`src/rtl/seq_alu.sv`:
```
`default_nettype none
// +--------------------------------------------------------------------------+
// | Module   : seq_alu                                                       |
// | Purpose  : Registered WIDTH-bit ALU with valid/ready handshakes on both  |
// |            sides. Adder-based arithmetic, logic ops, 1-bit shifts, an    |
// |            iterative shift-add multiply and an accumulator operand mode. |
// | Ports    : clk, reset        - clock, synchronous active-high reset      |
// |            in_valid/in_ready - operation request handshake               |
// |            x, y, select      - operands and 4-bit opcode                 |
// |            use_acc           - take operand A from the accumulator       |
// |            out_valid/out_ready - result handshake                        |
// |            out, c_out, zero  - result, carry/flag, result-is-zero        |
// | Revision : 1.0 - initial release                                         |
// +--------------------------------------------------------------------------+
module seq_alu #(
  parameter int WIDTH = 4
) (
  input  logic             clk,
  input  logic             reset,
  input  logic             in_valid,
  output logic             in_ready,
  input  logic [WIDTH-1:0] x,
  input  logic [WIDTH-1:0] y,
  input  logic [3:0]       select,
  input  logic             use_acc,
  output logic             out_valid,
  input  logic             out_ready,
  output logic [WIDTH-1:0] out,
  output logic             c_out,
  output logic             zero
);

  localparam int CNT_W = $clog2(WIDTH + 1);
  localparam logic [3:0] OP_MUL = 4'hE;

  typedef enum logic [1:0] {
    IDLE = 2'd0,
    MUL  = 2'd1,
    HOLD = 2'd2
  } state_t;

  state_t state, state_next;

  logic [WIDTH-1:0]   acc;
  logic [CNT_W-1:0]   count;
  logic [2*WIDTH-1:0] product;
  logic [2*WIDTH-1:0] mcand;
  logic [WIDTH-1:0]   mplier;

  logic [WIDTH-1:0]   operand_a;
  logic [WIDTH-1:0]   addend;
  logic [WIDTH:0]     sum;
  logic [WIDTH-1:0]   alu_out;
  logic               alu_c;
  logic [2*WIDTH-1:0] prod_next;
  logic               mul_last;

  assign operand_a = use_acc ? acc : x;
  assign in_ready  = (state == IDLE);
  assign out_valid = (state == HOLD);

  // Final multiply step happens when the counter is about to reach zero.
  assign mul_last  = (count <= CNT_W'(1));
  assign prod_next = product + (mplier[0] ? mcand : '0);

  // Single-cycle result; arithmetic is A + B + select[0] with B chosen by select[2:1].
  always_comb begin
    addend = '0;
    case (select[2:1])
      2'b00:   addend = '0;
      2'b01:   addend = y;
      2'b10:   addend = ~y;
      default: addend = '1;
    endcase
    sum     = {1'b0, operand_a} + {1'b0, addend} + {{WIDTH{1'b0}}, select[0]};
    alu_out = sum[WIDTH-1:0];
    alu_c   = sum[WIDTH];
    if (select[3]) begin
      alu_c = 1'b0;
      case (select[2:0])
        3'd0: alu_out = operand_a & y;
        3'd1: alu_out = operand_a | y;
        3'd2: alu_out = operand_a ^ y;
        3'd3: alu_out = ~operand_a;
        3'd4: begin
          alu_out = {operand_a[WIDTH-2:0], 1'b0};
          alu_c   = operand_a[WIDTH-1];
        end
        3'd5: begin
          alu_out = {1'b0, operand_a[WIDTH-1:1]};
          alu_c   = operand_a[0];
        end
        default: alu_out = '0;  // 6 is multiply (handled by MUL), 7 is clear
      endcase
    end
  end

  always_ff @(posedge clk) begin
    if (reset) state <= IDLE;
    else       state <= state_next;
  end

  always_comb begin
    state_next = state;
    case (state)
      IDLE:    if (in_valid) state_next = (select == OP_MUL) ? MUL : HOLD;
      MUL:     if (mul_last) state_next = HOLD;
      HOLD:    if (out_ready) state_next = IDLE;
      default: state_next = IDLE;
    endcase
  end

  always_ff @(posedge clk) begin
    if (reset) begin
      acc     <= '0;
      out     <= '0;
      c_out   <= 1'b0;
      zero    <= 1'b0;
      count   <= '0;
      product <= '0;
      mcand   <= '0;
      mplier  <= '0;
    end else begin
      case (state)
        IDLE: begin
          if (in_valid) begin
            if (select == OP_MUL) begin
              count   <= CNT_W'(WIDTH);
              product <= '0;
              mcand   <= {{WIDTH{1'b0}}, operand_a};
              mplier  <= y;
            end else begin
              out   <= alu_out;
              c_out <= alu_c;
              zero  <= (alu_out == '0);
            end
          end
        end
        MUL: begin
          product <= prod_next;
          mcand   <= mcand << 1;
          mplier  <= mplier >> 1;
          count   <= count - CNT_W'(1);
          if (mul_last) begin
            out   <= prod_next[WIDTH-1:0];
            c_out <= |prod_next[2*WIDTH-1:WIDTH];
            zero  <= (prod_next[WIDTH-1:0] == '0);
          end
        end
        HOLD: begin
          if (out_ready) acc <= out;
        end
        default: ;
      endcase
    end
  end

endmodule
`default_nettype wire

```
`config.mk`:
```
export PLATFORM = sky130hd
export DESIGN_NAME = seq_alu
export DESIGN_NICKNAME = d
export VERILOG_FILES = /design/src/rtl/seq_alu.sv
export SDC_FILE = /design/constraint.sdc
export NUM_CORES = 1
export LEC_CHECK = 0
export CAP_MARGIN = 20
export CORE_MARGIN = 8
export CORE_UTILIZATION = 45
export DETAILED_ROUTE_END_ITERATION = 7
export PLACE_DENSITY_LB_ADDON = 0.3
export SLEW_MARGIN = 20
export SYNTH_ARGS = -nofsm -noshare
export SYNTH_HDL_FRONTEND = slang
export SYNTH_SLANG_ARGS = --single-unit
```
`constraint.sdc`:
```
create_clock -name clk -period 3.8 [get_ports clk]
set_clock_uncertainty 0.1 [all_clocks]
set_input_delay 0.38 -clock clk [delete_from_list [all_inputs] [get_ports clk]]
set_output_delay 0.38 -clock clk [all_outputs]
set_load 0.05 [all_outputs]
```
== Word level (Yosys, flattened, before mapping) ==
Index checks and enable logic that the tools add are counted.

* Register bits after elaboration: 35
* Latch bits: 0
* RAM bits: 0
* Bits in read-only memories: 0
* Bits of input ports: 17
* Output and inout port bits: 8
* Logic and storage cells: 81
* Memories kept: 0

* $add $sub $neg: 4
* Multipliers: 0
* Div/mod/pow operators: 0
* Order comparisons: 1
* Equal/unequal tests: 15
* Shifts and indexed selects: 0
* Multiplexer cells: 36
* Bitwise gates (word level): 5
* Reduce and logical (&&, ||, !) cells: 11

{| class="wikitable"
|+ Operators with widths
! kind !! number
|-
| $mux W8 || 5
|-
| $pmux W8 S2 || 2
|-
| $mux W4 || 7
|-
| $pmux W4 S6 || 1
|-
| $pmux W4 S2 || 2
|-
| $pmux W4 S3 || 1
|-
| $add A8 B8 Y8 || 1
|-
| $logic_not A4 Y1 || 2
|-
| $mux W2 || 4
|-
| $not A4 Y4 || 2
|-
| $mux W1 || 7
|-
| $eq A3 B2 Y1 const B || 2
|-
| $eq A3 B3 Y1 const B || 2
|-
| $mux W3 || 2
|-
| $ne A2 B2 Y1 const B || 3
|-
| $pmux W1 S2 || 3
|-
| $pmux W2 S3 || 1
|-
| $pmux W3 S2 || 1
|-
| $reduce_and A3 Y1 || 2
|-
| $add A4 B4 Y5 || 1
|-
| $add A5 B1 Y5 || 1
|-
| $and A4 B4 Y4 || 1
|-
| $eq A2 B1 Y1 const B || 2
|-
| $eq A2 B2 Y1 const B || 2
|-
| 13 further kinds || 15
|}

== Depth between registers and ports, before layout ==
* Depth in word-level cells: 9
* Depth in mapped cells: 12
* Gate-level depth less buffers: 10

== Least setup slack after synthesis ==
Ideal clock, no wire load.

* Path kind: input-to-reg
* Start point: in select[2]
* End point: reg zero
* Library setup time: 91 ps
* Arrival: 2,770 ps
* Data required time: 3,609 ps
* Setup slack: 839 ps
* Stages: 10
* Path buffers: 2
* Cells stage by stage: clkbuf_1 > clkbuf_1 > mux2i_1 > fa_1 > inv_1 > fa_1 > o21ai_0 > nor2_1 > or4_1 > a311oi_1

* Cells in the longest elaborated chain, start to end: 9
* Elaborated cells on any way between the ends: 21
* Classes of those cells: 2 x add/sub; 9 x eq/ne; 6 x mux; 4 x reduce/logical

{| class="wikitable"
|+ Ends and longest elaborated chain
! what !! RTL line !! RTL
|-
| start: declaration || 24 || <nowiki>input logic [3:0] select,</nowiki>
|-
| $eq A2 B2 Y1, or another cell as far along || 69 || <nowiki>case (select[2:1])</nowiki>
|-
| $pmux W4 S3 || 69 ||
|-
| $add A4 B4 Y5 || 75 || <nowiki>sum = {1'b0, operand_a} + {1'b0, addend} + {{WIDTH{1'b0}}, select[0]};</nowiki>
|-
| $add A5 B1 Y5 || 75 ||
|-
| $mux W4 || 78 || <nowiki>if (select[3]) begin</nowiki>
|-
| $logic_not A4 Y1 || 135 || <nowiki>zero <= (alu_out == '0);</nowiki>
|-
| $mux W1 || 127 || <nowiki>if (select == OP_MUL) begin</nowiki>
|-
| $mux W1 || 126 || <nowiki>if (in_valid) begin</nowiki>
|-
| $pmux W1 S2 || 124 || <nowiki>case (state)</nowiki>
|-
| end signal: assignment || 135 ||
|-
| end signal: assignment || 147 || <nowiki>zero <= (prod_next[WIDTH-1:0] == '0);</nowiki>
|-
| end: declaration || 30 || <nowiki>output logic zero</nowiki>
|}

Several ways; a longest one is shown, not always the timed one. The select of a mux whose other input is x is not followed.
A chain may end at the register's enable or synchronous reset.

== Worst setup path in the final report ==
* Start point: in use_acc
* End point: reg zero

* Cells in the longest elaborated chain, start to end: 8
* Elaborated cells on any way between the ends: 13
* Classes of those cells: 2 x add/sub; 6 x mux; 4 x bitwise; 1 x reduce/logical

{| class="wikitable"
|+ Ends and longest elaborated chain
! what !! RTL line !! RTL
|-
| start: declaration || 25 || <nowiki>input logic use_acc,</nowiki>
|-
| $mux W4 * || 58 || <nowiki>assign operand_a = use_acc ? acc : x;</nowiki>
|-
| $add A4 B4 Y5, or another cell as far along || 75 ||
|-
| $add A5 B1 Y5 / $pmux W4 S6 (equally long branches) || 75, 80 ||
|-
| $mux W4 * || 78 ||
|-
| $logic_not A4 Y1 * || 135 ||
|-
| $mux W1 * || 127 ||
|-
| $mux W1 * || 126 ||
|-
| $pmux W1 S2 * || 124 ||
|}

Mark *: on every way between the ends. The rest lies on a longest branch, timed or not. The select of a mux whose other input is x is not followed.

==> results.txt <==
----------------------------------------------------
[Run status]
  Result of the run ... completed

[Global routing]
  Gr usage total ... 14.84%
  Via count of the first global-routing pass ... between 2,000 and 2,500
  Pin count of the biggest net entering global routing ... 22
  Wire length of the first global-routing pass ... 10,140 um
  GRT Residual Overflow ... 0
  Antenna violations before repair ... 0

[Drt]
  Violation count after the first detailed-routing iteration ... 130
  Routed wire length ... around 5800 um
  Vias post-DR ... between 2,000 and 2,500
  DR vias/cell ... roughly 5.6
  DRC viols ... 0
  Wire per inst ... ~15 um
  1st-pass router iterations ... 4
  ANT nets after route ... 0

[Floorplan]
  Initial Util ... 45.83%
  Number of cell rows ... 27
  Die footprint ... between 8000 and 9000 um^2
  Chip Height ... about 90 um
  Std-Cell Core Area ... about 5400 um^2
  Horizontal die dimension ... 90.20 um
  Number of primary I/O pins ... 25

[STA]
  Final-report hold violation count ... 0
  Worst hold slack ... ~0.36 ns
  Worst slew margin ... 34.04%
  Number of max-slew violations in the final report ... 0
  Accumulated negative setup slack ... 0 ns
  Peak Freq ... roughly 310 MHz
  Crit path time final ... approximately 3.2 ns
  Slew at the pin closest to its max-slew limit ... about 0.99 ns
  RSZ-0062 raised after global routing ... false
  Total of endpoints with negative setup slack in the final report ... 0
  Share of the clock period used by the worst path ... a little over four fifths

[Logic synthesis]
  Mean Syn Cell Area ... between 8 and 9 um^2
  Number of flops mapped to enable cells by yosys ... 0
  Complex-gate fraction of the synthesized area ... between 20% and 30%
  Cells after synthesis ... between 300 and 400
  Post-synthesis share of cell area spent on and, or, nand and nor gates ... between 10% and 20%
  Leading cell types by count after synthesis ... sky130_fd_sc_hd__dfxtp_1, sky130_fd_sc_hd__nor2_1, sky130_fd_sc_hd__a21oi_1
  Syn Nets ... about 340
  Async set or reset register ratio after synthesis ... 0%
  Cell accounting for the most synthesized area ... sky130_fd_sc_hd__dfxtp_1
  Share of the yosys chip area belonging to registers ... approximately 28%
  Number of library cell types mapped by synthesis ... 47
  Synth Area in Adders ... roughly 13%
  Synthesized-area fraction occupied by xor and xnor cells ... 3.182%
  Flip-flop and latch count after synthesis ... 35
  Top_reg_cell synth ... sky130_fd_sc_hd__dfxtp_1
  Count of warnings emitted by yosys ... 0
  Cell types occupying the most area after synthesis ... sky130_fd_sc_hd__dfxtp_1, sky130_fd_sc_hd__ha_1, sky130_fd_sc_hd__a21oi_1
  Cell Area, Synth ... ~2500 um^2
  Mux contribution to synthesized area ... about 7.7%
  Area fraction of the dominant cell type after synthesis ... approximately 28%
  Combinational family with the most area after synthesis ... compound AO/OA/AOI/OAI gates

[Worst hold path]
  WHS Path Cells ... 2
  Class of the most critical hold timing path ... reg2reg

[Setup path]
  Crit-path cells ... clkdlybuf4s50_1 > mux2i_1 > inv_1 > ha_1 > a21o_1 > a31oi_1 > xor2_1 > o211ai_1 > or4_1 > a311oi_1
  Critical path's slowest cell ... sky130_fd_sc_hd__clkdlybuf4s50_1
  Reg-to-reg critical path startpoint ... acc[2]
  Required time of the critical path ... around 4 ns
  Startpoint types ... input pin
  Endpoint arrival time on the critical path ... 3.31 ns
  Crit. Startpoint ... use_acc
  Critical register-to-register path endpoint ... zero
  Max incr delay on CP ... 0.68 ns
  Number of cells on the worst reg-to-reg path ... 9
  Category of the worst setup path capture point ... flop
  Classification of the worst setup path ... in2reg
  Maximum fanout count along the critical path ... 4
  Setup slack of the most critical reg-to-reg path ... 1.14 ns
  Timing endpoint of the critical path ... zero

[Placed design]
  Number of port buffers ... 24
  Post-DP HPWL ... ~4400 um
  Placer's final routability congestion estimate ... 0.8094
  Placement-stage cell area ... around 2800 um^2

[Cells and area]
  P&R area growth vs syn ... 15.56%
  Post-layout net count ... 360
  Antenna diode count ... 0
  Final design instance area without fill ... roughly 2900 um^2
  Share of post-route cells with drive strength above 1 ... around 8.4%
  Post-layout utilization of the core ... ~53%

[Pwr]
  Power Dens Cells ... ~290 nW/um^2
  Reported leakage power ... between 0.001 and 0.0015 uW
  Maximum vdd ir drop ... 0.2434 mV

[CTS]
  Post-CTS Setup Repair Bufs ... 0
  CTS hold repair buffers ... 0
  Sink count of the clock tree ... 35
  Clock latency on the worst-skew pair ... 0.29 ns
  Clock Root Buffer ... sky130_fd_sc_hd__clkbuf_8
  Clk buf depth ... 2
  Clock buffer count from CTS ... 5
  CTS tree ... done
  H-tree depth ... 2
  Reg clk slew, reported paths ... ~0.070 ns
  Quantity of gates resized following cts ... 0

[Run]
  Count of max-cap constraint violations ... 0

----------------------------------------------------
where the power goes:
group	switching (uW)	internal (uW)	total, uW
clock network	137	128	265
logic	106	80.7	187
registers	11.0	376	387
worst min-delay path by stage:
stage / end / slack [ns] / startpoint
6_report: acc[2] / 0.36 / acc[2]
3_5_place_dp: product[0] / 0.36 / product[0]
4_1_cts: product[0] / 0.36 / product[0]
2_1_floorplan: acc[0] / 0.34 / acc[0]
3_3_place_gp: product[0] / 0.35 / product[0]
5_1_grt: acc[2] / 0.38 / acc[2]
state kept, by name, indices dropped and copies added, names as in the netlist:
register  count
product       8
zero          1
mplier        4
count         3
acc           4
mcand         8
out           4
state         2
c_out         1
routing by layer:
metal  track usage [%]  vias to the layer above  wire [um]
met2             23.56                       64       2618
met4             5.548                        0         98
met5                 0                        -          0
met1             18.85                     1018       2741
li1                  -                     1103          -
met3             3.741                       11        302
stage by stage:
stage,total power [uW],setup WS (ns),cells
global placement,578.1,0.4104,385
CTS,848.3,0.6019,393
finish,838.5,0.5863,393
detailed placement,581.2,0.3350,385
global route,883.6,0.4597,393
floorplan,519.9,0.8392,303
cells by family after synthesis:
family          count (synthesis)
simple gates                   90
compound gates                 85
buf+inv                        46
flops                          35
fa+ha+maj                      23
mux                            15
xor+xnor                        9
critical path: cells and delay by family:
kind	cells	cell delay, ns
adder cells (fa/ha/maj)	1	0.37
multiplexers	1	0.41
AO/OA/AOI/OAI	4	0.73
AND/OR/NAND/NOR	1	0.42
buffers and inverters	2	0.84
XOR/XNOR	1	0.16
placed cells by master (no fill, tap or decap), drive strengths merged, types with 5 or more instances in the layout:
cell / count
nand3b: 5
a21oi: 29
clkbuf: 6
nand2: 13
and2: 6
nor2: 35
inv: 24
nand3: 5
buf: 8
ha: 20
o21ai: 8
mux2i: 11
dfxtp: 35
a21o: 6
a22oi: 11
a211oi: 7
clkdlybuf4s50: 24
nor3: 7
nand2b: 7
xnor2: 6
final cells by class:
| type | instances | area [um^2] |
|---|---|---|
| Multi-Input combinational cell | 222 | 1597 |
| Clock inverter | 2 | 12.51 |
| Tap cell | 72 | 90.09 |
| Fill cell | 528 | 2542 |
| Inverter | 24 | 90.09 |
| Timing Repair Buffer | 32 | 300.3 |
| Sequential cell | 35 | 700.7 |
| Clock buffer | 6 | 72.57 |
(Power assumes the default switching activity.)
